[config.mk]
export PLATFORM = sky130hd
export DESIGN_NAME = piso_scan_tx
export DESIGN_NICKNAME = d
export VERILOG_FILES = /design/src/rtl/piso_scan_tx.sv
export SDC_FILE = /design/constraint.sdc
export NUM_CORES = 1
export LEC_CHECK = 0
export ABC_AREA = 1
export CAP_MARGIN = 10
export CORE_ASPECT_RATIO = 1.4
export CORE_MARGIN = 2
export CORE_UTILIZATION = 35
export DETAILED_ROUTE_END_ITERATION = 7
export GPL_TIMING_DRIVEN = 0
export PLACE_DENSITY = 0.54
export SLEW_MARGIN = 20
export SYNTH_ARGS = -nofsm -noshare
export SYNTH_HDL_FRONTEND = slang
export SYNTH_SLANG_ARGS = --single-unit
[constraint.sdc]
create_clock -name clk -period 2.07 [get_ports clk]
set_input_delay 0.3105 -clock clk [delete_from_list [all_inputs] [get_ports clk]]
set_output_delay 0.3105 -clock clk [all_outputs]
set_load 0.05 [all_outputs]
[src/rtl/piso_scan_tx.sv]
// Parallel-in/serial-out transmitter for the secure scan link: accepts one WIDTH-bit
// word, waits LEAD_CYCLES, then shifts it out MSB-first with a qualifying valid strobe.
module piso_scan_tx #(
  parameter int WIDTH       = 128,
  parameter int LEAD_CYCLES = 5
) (
  input  logic             clk,
  input  logic             reset_n,
  input  logic [WIDTH-1:0] data_in,
  input  logic             load_valid,
  output logic             load_ready,
  input  logic             abort,
  output logic             serial_out,
  output logic             serial_valid,
  output logic             busy,
  output logic             done,
  output logic [1:0]       state_dbg
);

  localparam int LW = (LEAD_CYCLES > 0) ? $clog2(LEAD_CYCLES + 1) : 1;
  localparam int CW = $clog2(WIDTH + 1);
  localparam logic [LW-1:0] LEAD_INIT = LW'(LEAD_CYCLES);
  localparam logic [CW-1:0] BIT_LAST  = CW'(WIDTH);

  typedef enum logic [1:0] {IDLE, LEAD, SHIFT, DONE} state_t;

  state_t           state;
  logic [WIDTH-1:0] shreg;
  logic [LW-1:0]    lead_cnt;
  logic [CW-1:0]    bit_cnt;

  // Load handshake: a word is accepted on any edge where load_valid && load_ready.
  // load_ready is combinational from state, so it is high during reset as well.
  assign load_ready = (state == IDLE);
  assign state_dbg  = state;

  always_ff @(posedge clk or negedge reset_n) begin
    if (!reset_n) begin
      state        <= IDLE;
      shreg        <= '0;
      lead_cnt     <= '0;
      bit_cnt      <= '0;
      serial_out   <= 1'b0;
      serial_valid <= 1'b0;
      busy         <= 1'b0;
      done         <= 1'b0;
    end else if (abort && (state == LEAD || state == SHIFT)) begin
      // Cancel discards the partial frame; no done pulse is produced.
      state        <= IDLE;
      serial_out   <= 1'b0;
      serial_valid <= 1'b0;
      busy         <= 1'b0;
      done         <= 1'b0;
    end else begin
      case (state)
        IDLE: begin
          if (load_valid) begin
            shreg    <= data_in;
            lead_cnt <= LEAD_INIT;
            busy     <= 1'b1;
            state    <= LEAD;
          end
        end
        LEAD: begin
          if (lead_cnt == '0) begin
            serial_out   <= shreg[WIDTH-1];
            serial_valid <= 1'b1;
            shreg        <= {shreg[WIDTH-2:0], 1'b0};
            bit_cnt      <= CW'(1);
            state        <= SHIFT;
          end else begin
            lead_cnt <= lead_cnt - LW'(1);
          end
        end
        SHIFT: begin
          if (bit_cnt == BIT_LAST) begin
            serial_out   <= 1'b0;
            serial_valid <= 1'b0;
            done         <= 1'b1;
            state        <= DONE;
          end else begin
            serial_out <= shreg[WIDTH-1];
            shreg      <= {shreg[WIDTH-2:0], 1'b0};
            bit_cnt    <= bit_cnt + CW'(1);
          end
        end
        DONE: begin
          done  <= 1'b0;
          busy  <= 1'b0;
          state <= IDLE;
        end
        default: state <= IDLE;
      endcase
    end
  end

endmodule

[Word level (Yosys, flattened, before mapping)]
Index checks and enable logic that the tools add are counted.
Widths: inputs -> output; s select.
Word-level totals
  register bits: 145
  bits of input ports: 132
  output and inout port bits: 7
Cells by class
  $add $sub $neg: 2
  equal/unequal tests: 11
  mux-type cells: 29
  bitwise gates (word level): 1
  reductions and logical operators: 18
Operators with widths (number)
  $mux 128: 3
  $pmux 128 s3: 1
  $mux 8: 2
  $pmux 8 s2: 1
  $reduce_bool 3->1: 4
  $mux 1: 10
  $add 8x1->8 const B: 1
  $eq 8x8->1 const B: 1
  $mux 2: 4
  $pmux 1 s2: 4
  $pmux 2 s4: 1
  $reduce_and 4->1: 2
  $mux 3: 2
  $ne 2x2->1 const B: 3
  $ne 3x1->1 const B: 2
  $pmux 3 s2: 1
  $reduce_and 2->1: 3
  $reduce_and 3->1: 2
  $reduce_and 5->1: 1
  $eq 2x2->1 const B: 2
  $reduce_bool 2->1: 2
  $logic_not 3->1: 1
  $ne 3x2->1 const B: 1
  $sub 3x1->3 const B: 1
  other kinds (6): 6

[Depth between registers and ports, before layout]
  depth in word-level cells: 5
  mapped depth: 11
  gate-level depth less buffers: 9

[Least setup slack after synthesis]
OpenSTA, ideal clock, no wires.
  kind: register to register
  start: register state[0], in the netlist state_dbg[0]
  end: register shreg[101]
  library setup time: 123 ps
  arrival time: 2128 ps
  path slack: -181 ps
  cell stages (with the launch flop): 10
  path through: dfrtp_1 > inv_1 > ha_1 > inv_1 > nor2_1 > nor2_2 > nand3_4 > buf_6 > buf_6 > o21ai_1
Between the ends
  elaborated cells between the ends (all ways): 12
  classes of those cells: eq/ne: 5; mux: 1; bitwise: 1; reduce/logical: 5
RTL lines
  start, declared: line 27  | state_t state;
  start signal, assigned: line 39  | state <= IDLE;
  start signal, assigned: line 49  | state <= IDLE;
  start signal, assigned: line 61  | state <= LEAD;
  $logic_not 2->1 (*)
  named net load_ready: line 11  | output logic load_ready,
  $ne 2x2->1 (no source line) / $reduce_bool 3->1 (equally long branches)
  $reduce_and 5->1 (no source line)
  end signal, assigned: line 58  | shreg <= data_in;
  end signal, assigned: line 68  | shreg <= {shreg[WIDTH-2:0], 1'b0};
  end signal, assigned: line 83  | shreg <= {shreg[WIDTH-2:0], 1'b0};
  end, declared: line 28  | logic [WIDTH-1:0] shreg;
The timed path passes the listed nets; every way through them passes the cells marked *.
A chain may end at the register's enable or synchronous reset.

[Worst setup path after layout]
  start: register state[0], in the netlist state_dbg[0]
  end: output port load_ready
Between the ends
  cells in the longest elaborated chain, start to end: 1
RTL lines
  $logic_not 2->1: line 34  | assign load_ready = (state == IDLE);
  end, declared: line 11
No other way between the ends.

==> results.rst <==
.. list-table::
   :header-rows: 1

   * - Metric
     - Value
   * - Post-synthesis sequential area ratio
     - 0.494
   * - Largest net degree at the start of global routing
     - 85
   * - Initial antenna violation count
     - 1
   * - Clock tree root driver cell
     - sky130_fd_sc_hd__clkbuf_16
   * - Max-capacitance violation count
     - 0
   * - Critical path arrival
     - 1.65 ns
   * - Final Worst Setup Slack
     - between 0.1 and 0.15 ns
   * - DIE AREA
     - 0.0222 mm²
   * - Flops & latches, synth
     - 145
   * - Total clock sinks
     - approximately 150
   * - Clock Path Buffers
     - 2
   * - Count of vias placed by the detailed router
     - roughly 5500
   * - Worst vdd rail ir drop
     - 0.000910 V
   * - Std-Cell Rows
     - 62
   * - Library cells used by synthesis
     - 24
   * - Y dimension of the die
     - between 150 and 200 µm
   * - Effective utilization at floorplan
     - 0.357
   * - DRT Wirelength
     - 17400 µm
   * - Vias per std cell
     - 4.87
   * - Run status
     - finished, final reports clean
   * - Post CTS Setup Buffer Count
     - 0
   * - Layout fillers
     - 1919
   * - Transition time at the pin with the least slew margin
     - 0.665 ns
   * - NumNets Final
     - 1001
   * - Maximum net fanout on the critical path
     - 5
   * - Max incr delay on CP
     - 0.52 ns
   * - Clock skew
     - 0.0108 ns
   * - Core box area
     - about 0.021 mm²
   * - Max Clk Rate
     - 509 MHz
   * - Pre-CTS setup slack
     - 0.0832 ns
   * - Hold violation count in the final report
     - 0
   * - Yosys top cell by area
     - sky130_fd_sc_hd__dfrtp_1
   * - H-tree levels
     - 4
   * - Top cells by area in the synthesized netlist
     - sky130_fd_sc_hd__dfrtp_1 (49%), sky130_fd_sc_hd__mux2i_1 (17%), sky130_fd_sc_hd__o21ai_2 (8.8%)
   * - Gate Count Post-Synth
     - 702
   * - DP Wirelength
     - 12600 µm
   * - Routability congestion estimate from global placement
     - 0.766
   * - Diode insertion count for antenna repair
     - 0
   * - First drt pass iteration count
     - 4
   * - Worst max-slew margin expressed relative to the limit
     - 0.557
   * - Top-level port count
     - about 140
   * - Worst setup path category
     - reg -> out
   * - Pwr dens
     - 1720 mW/mm²
   * - Post-Synthesis Mean Instance Area
     - 10.5 µm²
   * - Setup crit end kind
     - output pin
   * - Fraction of post-synthesis cell area in the top cell type by area
     - 0.494
   * - DRT antenna net count
     - 0
   * - Sum of overflow across all layers after global routing
     - 0
   * - Detailed Route Iter0 Violations
     - around 170
   * - RSZ-0062 raised after global routing
     - yes
   * - Setup total negative slack
     - 0 ns
   * - Die boundary width
     - around 130 µm
   * - Clock buffers created by TritonCTS
     - 17
   * - Buffers added on ports
     - 138
   * - Global routing usage summed across all routing layers
     - 0.165
   * - Global-route wire length before repair
     - 29300 µm
   * - YS warnings
     - 0
   * - Mapped Nets
     - 842
   * - Final routed DRC violation total
     - 0
   * - Via count of the first global-routing pass
     - roughly 6000
   * - Max Transition Viols Final
     - 0
   * - Master of the slowest instance on the critical path
     - sky130_fd_sc_hd__dlygate4sd2_1
   * - Netlist area before placement
     - 0.00735 mm²
   * - Proportion of layout cells with a drive suffix above 1
     - 0.182
   * - Latest clock arrival within the worst-skew pair
     - 0.42 ns
   * - Required time at the endpoint of the critical path
     - 1.76 ns
   * - Cell Chain, Critical Path
     - inv_1 -> ha_2 -> dlygate4sd2_1
   * - Leakage power
     - 4.40 nW
   * - Worst-path clk slew
     - 0.06 ns
   * - Setup violators final
     - 0
   * - Minimum period implied by the final worst setup slack
     - 1.96 ns
   * - Critical Path Start Type
     - flip-flop
   * - Signed area change from the synthesized netlist to the final layout
     - 31.8%
   * - Drt wl/cell
     - 15.4 µm
   * - TritonCTS clock tree
     - built
   * - Share of the cycle needed by the critical path after routing
     - 0.948
   * - Worst min path class
     - reg -> reg
state kept, by name, summed over array words and instances, names as in the netlist:
name	flops
busy	1
serial_out	1
lead_cnt	3
shreg	128
state_dbg	2
bit_cnt	8
serial_valid	1
done	1
layout by cell type (no fill, tap or decap), types with 2 or more instances in the layout:
| cell | synthesis | routed |
|---|---|---|
| sky130_fd_sc_hd__nand3_1 | 12 | 12 |
| sky130_fd_sc_hd__clkdlybuf4s50_1 | 0 | 136 |
| sky130_fd_sc_hd__o21ai_2 | 74 | 74 |
| sky130_fd_sc_hd__buf_2 | 14 | 11 |
| sky130_fd_sc_hd__nor2_1 | 15 | 15 |
| sky130_fd_sc_hd__dfrtp_2 | 0 | 2 |
| sky130_fd_sc_hd__buf_6 | 25 | 25 |
| sky130_fd_sc_hd__o21ai_1 | 46 | 46 |
| sky130_fd_sc_hd__inv_6 | 0 | 6 |
| sky130_fd_sc_hd__mux2i_1 | 127 | 127 |
| sky130_fd_sc_hd__buf_8 | 1 | 2 |
| sky130_fd_sc_hd__clkbuf_1 | 0 | 2 |
| sky130_fd_sc_hd__o21ai_0 | 21 | 21 |
| sky130_fd_sc_hd__clkinvlp_4 | 0 | 5 |
| sky130_fd_sc_hd__clkbuf_16 | 0 | 17 |
| sky130_fd_sc_hd__nand4_1 | 7 | 7 |
| sky130_fd_sc_hd__buf_4 | 4 | 4 |
| sky130_fd_sc_hd__clkbuf_4 | 0 | 3 |
| sky130_fd_sc_hd__nand2_1 | 170 | 170 |
| sky130_fd_sc_hd__ha_1 | 8 | 7 |
| sky130_fd_sc_hd__nand2_2 | 2 | 2 |
| sky130_fd_sc_hd__bufinv_16 | 0 | 2 |
| sky130_fd_sc_hd__inv_1 | 23 | 23 |
| sky130_fd_sc_hd__dfrtp_1 | 145 | 143 |
worst max-delay path: cells and delay by family (launching register included):
family,cells,cell delay [ns]
buffers and inverters,2,0.62
flip-flops,1,0.43
adder cells (fa/ha/maj),1,0.19
cells by family (layout without fill, tap and decap cells):
family | count (synthesis) | in the layout | share of synthesized area
multiplexers | 127 | 127 | 0.173
adder cells (fa/ha/maj) | 8 | 8 | 0.0136
flip-flops | 145 | 145 | 0.494
AO/OA/AOI/OAI | 142 | 142 | 0.135
XOR/XNOR | 1 | 1 | 0.00119
AND/OR/NAND/NOR | 212 | 212 | 0.118
buffers and inverters | 67 | 239 | 0.0657
through the flow:
step,std cells,util,total power [W],hold WS (ns),cell area [µm²]
after floorplan,702,-,0.0118,0.0149,7350
after global placement,1096,0.440,0.0135,0.465,9050
after detailed placement,1097,0.442,0.0138,0.365,9090
after CTS,1130,0.471,0.0169,0.480,9680
after global routing,1130,0.471,0.0180,0.484,9690
final,1130,0.471,0.0167,0.481,9690
synth_stat cells (all sizes together):
library cell	number
nand3b	1
nand3	13
ha	8
buf	44
o21ai	141
nor2	16
xor2	1
nand4	7
dfrtp	145
nand2	173
o22ai	1
nor3b	1
or2	1
inv	23
mux2i	127
where the power goes:
| group | internal [W] | total [W] | switching [W] |
|---|---|---|---|
| logic | 0.00388 | 0.00870 | 0.00482 |
| clock network | 0.00180 | 0.00307 | 0.00127 |
| registers | 0.00420 | 0.00489 | 0.000693 |
| total | 0.00987 | 0.0167 | 0.00679 |
layout make-up:
type                       count  area (µm²)  area share
buffer                        44         404      0.0417
clock buffer                  19         433      0.0447
clock inverter                13         150      0.0155
inverter                      23        86.3     0.00891
multi-input combinational    490        3240       0.334
sequential                   145        3630       0.375
tap                          256         320      0.0331
timing repair buffer         140        1420       0.147
layer usage:
metal | global-route usage | vias up | routed length [µm] | part of all wire
li1 | - | 2702 | - | -
met1 | 0.194 | 2681 | 7220 | 0.42
met2 | 0.292 | 110 | 9030 | 0.52
met3 | 0.0463 | 13 | 946 | 0.054
met4 | 0.0458 | 2 | 166 | 0.0096
met5 | 0 | - | 13 | 0.00075
timing repair:
item                                    4_1_cts  5_1_grt
resized for setup                             1        3
hold buffers                                  1        0
cloned                                        0        0
hold endpoints to repair                     83        0
endpoints found under the setup margin        1        2
worst paths after layout:
kind                                   start    endpoint  slack, ns  depth (start not counted)
min in group asynchronous            reset_n  bit_cnt[1]       0.50                          2
worst max-delay path            state_dbg[0]  load_ready       0.11                          3
worst max register to register  state_dbg[1]    shreg[6]       0.12                          7
worst min-delay path               shreg[22]   shreg[22]       0.48                          2
max in group asynchronous            reset_n   shreg[74]       0.81                          3
worst min register to register     shreg[22]   shreg[22]       0.48                          2
Power figures use the tool's default switching activity.
